File: config.mk
export PLATFORM = sky130hd
export DESIGN_NAME = washing_machine_timer
export DESIGN_NICKNAME = d
export VERILOG_FILES = /design/src/rtl/washing_machine_timer.sv
export SDC_FILE = /design/constraint.sdc
export NUM_CORES = 1
export LEC_CHECK = 0
export CAP_MARGIN = 20
export CORE_ASPECT_RATIO = 0.75
export CORE_MARGIN = 10
export CORE_UTILIZATION = 45
export CTS_CLUSTER_DIAMETER = 200
export DETAILED_ROUTE_END_ITERATION = 8
export PLACE_DENSITY = 0.66
export SETUP_SLACK_MARGIN = 0.4
export SYNTH_ARGS = -nofsm -noshare
export SYNTH_HDL_FRONTEND = slang
export SYNTH_SLANG_ARGS = --single-unit
File: constraint.sdc
create_clock -name CLK -period 3.8 [get_ports CLK]
set_input_delay 0.57 -clock CLK [delete_from_list [all_inputs] [get_ports CLK]]
set_output_delay 0.57 -clock CLK [all_outputs]
set_load 0.01 [all_outputs]
File: src/rtl/washing_machine_timer.sv
// Phase duration timer for the washing-machine controller: a free-running prescaler
// produces ticks, and a per-phase tick count ends in a single-cycle TIMER_DONE pulse.
module washing_machine_timer #(
    parameter int TICK_DIV = 1000,
    parameter int CNT_W    = 12,
    parameter int DUR_SEL0 = 30,
    parameter int DUR_SEL1 = 600,
    parameter int DUR_SEL2 = 900,
    parameter int DUR_SEL3 = 300
) (
    input  logic             CLK,
    input  logic             RST,
    input  logic             TIMER_EN,
    input  logic [1:0]       TIMER_SEL,
    output logic             TIMER_DONE,
    output logic             TIMER_BUSY,
    output logic [CNT_W-1:0] TIME_LEFT
);

    localparam int PW = (TICK_DIV > 1) ? $clog2(TICK_DIV) : 1;
    localparam logic [PW-1:0] PRESC_MAX = PW'(TICK_DIV - 1);

    typedef enum logic [1:0] {
        IDLE   = 2'b00,
        RUN    = 2'b01,
        EXPIRE = 2'b10,
        HOLD   = 2'b11
    } state_t;

    state_t           state_q, state_d;
    logic [CNT_W-1:0] cnt_q, cnt_d;
    logic [PW-1:0]    presc_q, presc_d;
    logic [1:0]       sel_q, sel_d;
    logic             load;

    function automatic logic [CNT_W-1:0] dur(input logic [1:0] s);
        case (s)
            2'b00:   dur = CNT_W'(DUR_SEL0);
            2'b01:   dur = CNT_W'(DUR_SEL1);
            2'b10:   dur = CNT_W'(DUR_SEL2);
            default: dur = CNT_W'(DUR_SEL3);
        endcase
    endfunction

    always_ff @(posedge CLK or negedge RST) begin
        if (!RST) begin
            state_q <= IDLE;
            cnt_q   <= '0;
            presc_q <= '0;
            sel_q   <= 2'b00;
        end else begin
            state_q <= state_d;
            cnt_q   <= cnt_d;
            presc_q <= presc_d;
            sel_q   <= sel_d;
        end
    end

    always_comb begin
        state_d = state_q;
        cnt_d   = cnt_q;
        presc_d = presc_q;
        sel_d   = sel_q;
        load    = 1'b0;

        case (state_q)
            IDLE: begin
                if (TIMER_EN) load = 1'b1;
            end
            RUN: begin
                if (!TIMER_EN) begin
                    state_d = IDLE;
                    cnt_d   = '0;
                    presc_d = '0;
                end else if (TIMER_SEL != sel_q) begin
                    load = 1'b1;
                end else if (presc_q == PRESC_MAX) begin
                    presc_d = '0;
                    // Reaching the last tick always expires; the counter never wraps.
                    if (cnt_q <= CNT_W'(1)) begin
                        cnt_d   = '0;
                        state_d = EXPIRE;
                    end else begin
                        cnt_d = cnt_q - CNT_W'(1);
                    end
                end else begin
                    presc_d = presc_q + PW'(1);
                end
            end
            EXPIRE: begin
                if (!TIMER_EN) begin
                    state_d = IDLE;
                    cnt_d   = '0;
                    presc_d = '0;
                end else if (TIMER_SEL != sel_q) begin
                    // A zero-length phase right after expiry would pulse DONE twice in a row,
                    // so it is absorbed into HOLD instead.
                    if (dur(TIMER_SEL) == '0) begin
                        sel_d   = TIMER_SEL;
                        state_d = HOLD;
                    end else begin
                        load = 1'b1;
                    end
                end else begin
                    state_d = HOLD;
                end
            end
            HOLD: begin
                if (!TIMER_EN) begin
                    state_d = IDLE;
                    cnt_d   = '0;
                    presc_d = '0;
                end else if (TIMER_SEL != sel_q) begin
                    load = 1'b1;
                end
            end
            default: begin
                state_d = IDLE;
                cnt_d   = '0;
                presc_d = '0;
            end
        endcase

        if (load) begin
            sel_d   = TIMER_SEL;
            presc_d = '0;
            cnt_d   = dur(TIMER_SEL);
            state_d = (dur(TIMER_SEL) == '0) ? EXPIRE : RUN;
        end
    end

    assign TIMER_DONE = (state_q == EXPIRE);
    assign TIMER_BUSY = (state_q == RUN);
    assign TIME_LEFT  = (state_q == RUN) ? cnt_q : '0;

endmodule

==> run summary <==
The via count of the first global-routing pass is 1,558. STA puts the critical path data required time at 4020 ps. The number of vias per cell after detailed routing was 5.611. Clock root buffer master: sky130_fd_sc_hd__clkbuf_8. Once placement completed, the tool counted placed cells totaling 279.

The netlist uses 39 different library cells. The source-to-sink clock delay at the later pin of the worst-skew pair was 280 ps; the average size of a mapped cell was 8.449 um2. The critical path in this run is classified as in2reg. In this run switching power makes up 41.98% of total power. For this block, the routed nets add up to 4336 um of wire. The flow ran to the end, and the final reports show no timing, DRC or antenna violations.

TritonCTS built the clock tree. The headroom to the max-slew limit is 46.63%. VDD sags by at most 0.3696 mV. Port buffering added 18 buffers. The longest clock path from root to sink contains 2 buffers. The number of synthesized register bits works out to 26. Counting every instance in the synthesized netlist gives 210. The floorplan step defined a core boundary enclosing 3732 um2.

The I/O pin count is 19, and the worst slack after detailed placement is 187.8 ps. From left edge to right edge, the die measures 92.51 um. Of all nets on the critical path, the largest fanout is 12.

The post-synthesis cell type with the largest combined area was sky130_fd_sc_hd__dfrtp_1. The run gives 0 as the initial antenna violation count. The cell depth of the worst flop-to-flop path was 7. STA classifies the critical path endpoint as a register. The total via count after detailed routing came out at 1,588.

The logs give 0 for the total overflow reported by the global router and 1 for the depth of the CTS H-tree. Among all cell types in the netlist, the one instantiated most often is sky130_fd_sc_hd__dfrtp_1. The die covers 6881 um2. The post-route netlist has 7.359% of its cells at a drive strength greater than 1. The clock-pin slew on the worst setup and hold paths was 100 ps. The power per unit of standard cell area came out at 601.0 nW/um2. The share of the Yosys chip area taken by registers is 36.67%. The tools report the global-route wire length before repair as 7348 um. The synthesized design contains 0 enable-type register cells. The count of cells in the finished layout, fillers not included, comes to 283.

In the final routed layout, each cell accounts on average for 15.32 um. The first TritonRoute pass finished after 4 iterations. After layout, the worst setup slack is 521.4 ps. The final hold slack was 495.4 ps; the total CTS buffers was 3.

In this run, post-CTS hold repair placed 0 buffers. Summed over all nets, the half-perimeter wirelength after detailed placement is 3107 um. The logs give 0 for the max-slew violation count and 49.9% for the combinational fraction of design power. Relative to the synthesized area, the layout overhead comes to 19.04%.

The maximum operating frequency is 305.0 MHz. The effective utilization at floorplan was 47.54%; the post-route clock skew was 7.787 ps. Setup repair after global routing left no endpoint under its margin.

The total setup violations reported at the end of the flow came out at 0. For the number of antenna cells inserted, the log shows 0. For this run, the leading register cell type out of synthesis is sky130_fd_sc_hd__dfrtp_1. Routability-driven placement finished with a final weighted congestion of 0.8738. CTS saw 26 sinks. Summed over all cells, the static leakage comes to 0.9251 nW. In the finished design, the share of the clock period the worst path needs comes to 86.28%. Entering global routing, the biggest net connects 27 pins. After clock tree synthesis, the repair step resized 0 gates. Of all flip-flops after synthesis, the portion carrying an async set or reset was 100.0%. Counting I/O delays and the setup requirement, the final critical path takes 3279 ps.

The violation count after the first detailed-routing iteration came out at 86. In the final timing run, aggregate negative setup slack is 0 ps. The number of maximum-capacitance constraint violations is 0.

The number of nets in the synthesized netlist is 229. The element type at the critical path start is an input pin. The proportion of netlist area held by the largest area contributor works out to 36.67%. Once detail routing completed, the nets flagged for antenna violations numbered 0.

Row generation in the floorplan step produced 19 rows. By area the synthesized netlist is led by sky130_fd_sc_hd__dfrtp_1 (37%), sky130_fd_sc_hd__ha_1 (9.9%), sky130_fd_sc_hd__o21ai_0 (6.5%). The relative contribution of the clock network to total power is 18.4%. The overall global routing resource usage is 12.83%, and the endpoint arrival time on the critical path is 3500 ps. The analysis attributes to net switching a power of 0.5329 mW.

The cell area after synthesis was 1774 um2; the total power was 1.269 mW. In the routed design, unresolved DRC markers number 0. In this run the post-CTS setup repair buffer count came out at 0. The count of cells along the worst hold path is 1. The internal power of the cells totals 0.7364 mW. From bottom edge to top edge, the die measures 74.38 um.

The final layout contains 251 nets. Ranked by instance count, the synthesized netlist is headed by sky130_fd_sc_hd__dfrtp_1 (26), sky130_fd_sc_hd__o21ai_0 (23), sky130_fd_sc_hd__nand2_1 (20), sky130_fd_sc_hd__nor2_1 (20). The worst min-delay path class is reg2reg. At the pin with the least slew margin, the transition time is 794.4 ps. During synthesis, Yosys emitted a total of 0 warnings.

The tools report the count of endpoints failing hold in the final timing report as 0. The sequential cell fraction of total power came out at 31.7%.
## cells in the final DEF (no fill, tap or decap), types with 2 or more instances in the layout
cell type and instances:
sky130_fd_sc_hd__dfrtp_1 26, sky130_fd_sc_hd__o21ai_0 23, sky130_fd_sc_hd__nand2_1 20, sky130_fd_sc_hd__nor2_1 19
sky130_fd_sc_hd__clkdlybuf4s50_1 18, sky130_fd_sc_hd__inv_1 14, sky130_fd_sc_hd__nor3_1 14, sky130_fd_sc_hd__ha_1 14
sky130_fd_sc_hd__and2_1 12, sky130_fd_sc_hd__buf_4 6, sky130_fd_sc_hd__a22o_1 5, sky130_fd_sc_hd__a21oi_1 5
sky130_fd_sc_hd__nand3_1 5, sky130_fd_sc_hd__o22ai_1 3, sky130_fd_sc_hd__mux2_2 3, sky130_fd_sc_hd__and3_1 3
sky130_fd_sc_hd__xnor2_1 3, sky130_fd_sc_hd__clkbuf_8 3, sky130_fd_sc_hd__nand4b_1 2, sky130_fd_sc_hd__xor2_1 2
sky130_fd_sc_hd__nand2b_1 2, sky130_fd_sc_hd__or4_1 2, sky130_fd_sc_hd__nand4_1 2, sky130_fd_sc_hd__a21o_1 2
sky130_fd_sc_hd__o32ai_1 2, sky130_fd_sc_hd__o31a_1 2, sky130_fd_sc_hd__a22oi_1 2, sky130_fd_sc_hd__o2bb2ai_1 2
sky130_fd_sc_hd__o31ai_1 2
## critical path: stages
cell	delay [ps]
sky130_fd_sc_hd__clkdlybuf4s50_1	470
sky130_fd_sc_hd__inv_1	90
sky130_fd_sc_hd__ha_1	330
sky130_fd_sc_hd__nand4b_1	230
sky130_fd_sc_hd__o32a_1	370
sky130_fd_sc_hd__or4_1	530
sky130_fd_sc_hd__or2_4	330
sky130_fd_sc_hd__or4_1	480
sky130_fd_sc_hd__nand3_1	90
## per-stage QoR
stage                     utilization, %  cell area, um2
after floorplan                        -            1774
after global placement             54.54            2036
after detailed placement           54.54            2036
after CTS                          56.45            2107
after global routing               56.59            2112
final                              56.59            2112
## final cells by class
cell class | instances | area [um2]
clock buffers | 3 | 41.29
flip-flops and latches | 26 | 650.6
inverters | 14 | 52.55
fillers | 346 | 1620
repair buffers | 24 | 225.2
well taps | 52 | 65.06
clock inverters | 1 | 30.03
multi-input cells | 163 | 1047
## state kept, by name, summed over array words and instances (netlist names)
signal	flops
state_q	2
presc_q	10
cnt_q	12
sel_q	2
## power by group through the flow
stage / combinational [mW] / clock (mW) / sequential (mW)
final: 0.633 / 0.233 / 0.403
after detailed placement: 0.617 / 0 / 0.406
after global placement: 0.613 / 0 / 0.403
after CTS: 0.626 / 0.239 / 0.402
after global routing: 0.708 / 0.252 / 0.415
after floorplan: 0.429 / 0 / 0.388
## per-layer routing
metal / wire [um] / global-route usage (%) / vias to the layer above / part of all wire [%]
met5: 0 / 0 / - / 0
met4: 51 / 3.072 / 0 / 1.2
met3: 309 / 3.518 / 6 / 7.1
met2: 1878 / 20.31 / 52 / 43
met1: 2097 / 17.08 / 741 / 48
li1: - / - / 789 / -
## worst paths after layout
kind,start,endpoint,slack [ps]
max reg2reg,presc_q[0],cnt_q[2],990
max in group asynchronous,RST,cnt_q[4],2880
max,TIMER_SEL[0],cnt_q[10],520
min in group asynchronous,RST,cnt_q[6],660
min reg2reg,presc_q[8],presc_q[8],500
min,presc_q[8],presc_q[8],500
## cell families (layout without fill, tap and decap cells)
kind of cell             Yosys count  after routing  synth area share, %
multiplexers                       3              3                1.904
adder cells (fa/ha/maj)           14             14                9.873
flip-flops                        26             26                36.67
AND/OR/NAND/NOR                   85             85                23.41
AO/OA/AOI/OAI                     56             56                21.09
buffers and inverters             21             42                4.584
XOR/XNOR                           5              5                2.469
(Power assumes the default switching activity.)
==> patch 1 (same settings) <==
Put a register stage on the outputs `TIMER_DONE`, `TIMER_BUSY` and `TIME_LEFT`, cleared by the reset. The values now appear one clock later. Comments in the files are not updated.
--- a/src/rtl/washing_machine_timer.sv
+++ b/src/rtl/washing_machine_timer.sv
@@ -129,9 +129,17 @@
         end
     end
 
-    assign TIMER_DONE = (state_q == EXPIRE);
-    assign TIMER_BUSY = (state_q == RUN);
-    assign TIME_LEFT  = (state_q == RUN) ? cnt_q : '0;
+    always_ff @(posedge CLK or negedge RST) begin
+        if (!RST) begin
+            TIMER_DONE <= '0;
+            TIMER_BUSY <= '0;
+            TIME_LEFT  <= '0;
+        end else begin
+            TIMER_DONE <= (state_q == EXPIRE);
+            TIMER_BUSY <= (state_q == RUN);
+            TIME_LEFT  <= (state_q == RUN) ? cnt_q : '0;
+        end
+    end
 
 endmodule
 
Function: changed (a bounded check fails within 4 cycles, from zero or initial values and one cycle with RST low).
==> patch 1 against the unedited design <==
  * Area after synthesis up 24%
  * Register-to-register slack better by 0.27 ns
  * Fmax up 18%
  * Sequential cell count up 14
  * Wire length up 11%
  * Design area up 17%
  * Worst setup slack better by 0.51 ns
  * Critical endpoint is now cnt_q[11]
Power is not compared: it rests on default switching activity, and its combinational part moved more than twofold at a synthesized area within 25%.
==> patch 1: results <==
set metrics [dict create \
    outcome "finished clean" \
    fillCellCount 403 \
    yosys-top-cells-count "40 x dfrtp_1, 14 x inv_1, 14 x nor2_1" \
    grt_max_degree 41 \
    yosysSeqAreaShare_pct 45.5 \
    met2WireLength_mm 1.93 \
    wl_met1_mm 2.44 \
    synthCells 220 \
    dp_slack_ns 0.744 \
    wire_per_inst_um 16.4 \
    slowest_delay_ns 0.59 \
    cpMaxStageDelayCell "clkdlybuf4s50_1" \
    synth.distinct_cells 50 \
    tightest_slew_ns 0.887 \
    worstPathArrival_ns 2.95 \
    grtUsageMet2_pct 17.1 \
    grt_pass1_vias 1693 \
    reg2reg_depth 5 \
    cts_max_level 2 \
    synthTopCellsByArea "dfrtp_1 46%, ha_1 5.7%, and2_1 3.1%, o21ai_0 3.0%, nor3_1 2.7%" \
    top_regs "TIME_LEFT x12, cnt_q x12, presc_q x10" \
    dp_hpwl_mm 3.34 \
    placed_cell_area_um2 2380 \
    fin_area_um2 2470 \
    cts_buffers 5 \
    fin_cells 293 \
    track_usage_pct 12.3 \
    vias_per_cell 5.78 \
    synth.top_cell.area_share_pct 45.5 \
    place.gp.congestion 0.880 \
    synth_nets 235 \
    layout-drive-gt1-share_pct 10.2 \
    grt_pass1_wl_mm 8.12 \
]
[patch 1: cell types whose count changed in the layout (fill, tap and decap cells not counted), sizes merged, moves of 4 or more]
cell	delta
nor3b	+5
ha	-4
dfrtp	+14
or3	+5
o211ai	+6
nand2	-9
nor2	-6
o21ai	-10
a211oi	+4
[patch 1: power groups by stage]
| stage | sequential (uW) | clock, uW | combinational, uW |
|---|---|---|---|
| after floorplan | 485 | 0 | 156 |
| after global placement | 488 | 0 | 224 |
| after detailed placement | 488 | 0 | 224 |
| after CTS | 479 | 280 | 226 |
| after global routing | 484 | 296 | 251 |
| final | 480 | 269 | 227 |
[patch 1: worst paths after layout]
kind / start / to / slack [ns]
setup / recovery: TIMER_SEL[0] / cnt_q[11] / 1.03
hold / removal: RST / TIMER_BUSY / 0.39
setup reg to reg: state_q[1] / cnt_q[7] / 1.26
hold reg to reg: presc_q[9] / presc_q[9] / 0.50
max in group asynchronous: RST / state_q[1] / 2.84
min in group CLK: presc_q[9] / presc_q[9] / 0.50
[patch 1: worst max-delay path, delay by kind of cell]
family,cells,cell delay [ns]
compound gates,3,0.97
fa+ha+maj,1,0.35
buf+inv,2,0.72
simple gates,2,0.34
[patch 1: kinds of logic (layout without fill, tap and decap cells)]
kind of cell / after synthesis / after routing / share of synthesized area, %
muxes: 2 / 2 / 1.02
xor gates and xnor gates: 3 / 3 / 1.20
adders and majority gates: 10 / 10 / 5.69
and+or+nand+nor: 83 / 83 / 22.4
AOI/OAI and AO/OA: 57 / 57 / 18.4
buffers and inverters: 25 / 41 / 5.80
DFF: 40 / 40 / 45.5
[patch 1: area by class of cell]
type                       count  area share, %
clock buffer                   5           2.79
timing repair buffer          20           7.71
sequential                    40           40.6
inverter                      14           2.13
tap                           57           2.89
multi-input combinational    155           43.4
clock inverter                 2          0.507
==> patch 2 (config.mk and constraints unchanged) <==
Without the edit above. Set the parameter `CNT_W` to 24 (it was 12).
--- a/src/rtl/washing_machine_timer.sv
+++ b/src/rtl/washing_machine_timer.sv
@@ -2,7 +2,7 @@
 // produces ticks, and a per-phase tick count ends in a single-cycle TIMER_DONE pulse.
 module washing_machine_timer #(
     parameter int TICK_DIV = 1000,
-    parameter int CNT_W    = 12,
+    parameter int CNT_W    = 24,
     parameter int DUR_SEL0 = 30,
     parameter int DUR_SEL1 = 600,
     parameter int DUR_SEL2 = 900,
Interface: changed (resized TIME_LEFT); port bits go from 19 to 31. The function was not compared with the original's and may differ.
==> patch 2 against the unedited design <==
  * Die area rose by 37%
  * Wire length rose by 60%
  * Area after synthesis rose by 51%
  * Design area rose by 52%
  * Via count rose by 53%
  * Power rose by 49%
  * Sequential cell count rose by 12
  * Worst setup slack improved by 0.077 ns
  * Largest cell class unchanged
==> patch 2: results <==
set metrics [dict create \
    wl_met1_mm 3.51 \
    fin_worst_skew_ns 0.00739 \
    synthAdderAreaFrac_pct 7.02 \
    clkCellAreaFrac_pct 4.28 \
    ys_seq_elements 38 \
    synthXorXnorAreaFrac_pct 3.51 \
    min_path_type "in -> async" \
    n_all_buffers 38 \
    relSlewSlack_pct 39.7 \
    regArea_um2 951 \
    multi_input_area_share_pct 50.5 \
    synth.area.mux_share_pct 1.12 \
    fmax_mhz 312 \
    outcome "finished clean" \
    path_clk_slew_ns 0.08 \
    buf_share_pct 11.0 \
    pwr-share-clk_pct 22.5 \
    io_buffers 30 \
    yosysSeqAreaShare_pct 35.6 \
    use_met1_pct 21.6 \
    grt_use_met3_pct 3.56 \
    dp_hpwl_mm 5.08 \
    layout-drive-gt1-share_pct 9.22 \
    p_leak_uw 0.00138 \
    reg2reg_depth 9 \
    track_usage_pct 15.2 \
    multi_input_gates 249 \
    dp_slack_ns 0.235 \
    clock_latency_ns 0.30 \
    worstPathArrival_ns 3.43 \
    cts_max_level 2 \
    vdd_drop_max_v 0.000296 \
    combPwrFrac_pct 48.0 \
    yosys-top-cells-count "38 x dfrtp_1, 33 x o21ai_0, 27 x nor3_1" \
    placed_cell_area_um2 3080 \
    internal-power_uw 1060 \
    critPathCapture "cnt_q[22]" \
    grtUsageMet2_pct 22.2 \
    synth.distinct_cells 53 \
    grt_max_degree 39 \
    net-switching-power_uw 832 \
    grt_pass1_vias 2286 \
    synth_compound_area_share_pct 20.5 \
    routed-wl-met3_um 443 \
    r2r-start "state_q[1]" \
    drt_iter0_drc 141 \
    power.density_nw_per_um2 588 \
    top_regs "cnt_q x24, presc_q x10" \
    antenna_found_initial 0 \
    wire_per_inst_um 16.3 \
    grt_pass1_wl_mm 11.7 \
    route.vias.total 2434 \
    cp_max_fo 11 \
    synth_nets 332 \
    place.gp.congestion 0.882 \
    final_nets 366 \
    ff2ff_setup_slack_ns 0.88 \
    met2WireLength_mm 2.90 \
    fillCellCount 537 \
    r2r_end "cnt_q[5]" \
]
## patch 2: changes by cell type after synthesis, moves of 4 or more
cell	before	now
nor2_1	20	25
or3_1	0	6
o21ai_0	23	33
a22o_1	5	0
dfrtp_1	26	38
nand4_1	2	6
and2_1	12	24
xor2_1	2	6
o21ai_1	0	6
a21oi_1	5	12
nor3_1	14	27
## patch 2: metrics by stage
| stage | hold WS (ns) | instances |
|---|---|---|
| after floorplan | 0.274 | 312 |
| after global placement | 0.495 | 417 |
| after detailed placement | 0.499 | 417 |
| after CTS | 0.418 | 425 |
| after global routing | 0.449 | 425 |
| final | 0.375 | 425 |
## patch 2: repair_timing
action	4_1_cts	5_1_grt
hold buffers	0	0
endpoints found under the setup margin	0	3
gates resized for setup	0	1
hold endpoints to repair	0	0
## patch 2: worst max-delay path: stages
cell             delay, ns
clkdlybuf4s50_1       0.62
inv_1                 0.16
ha_1                  0.35
nand4b_4              0.22
o32ai_4               0.27
nand4b_4              0.24
or3_4                 0.48
or3_1                 0.38
o21ai_1               0.13
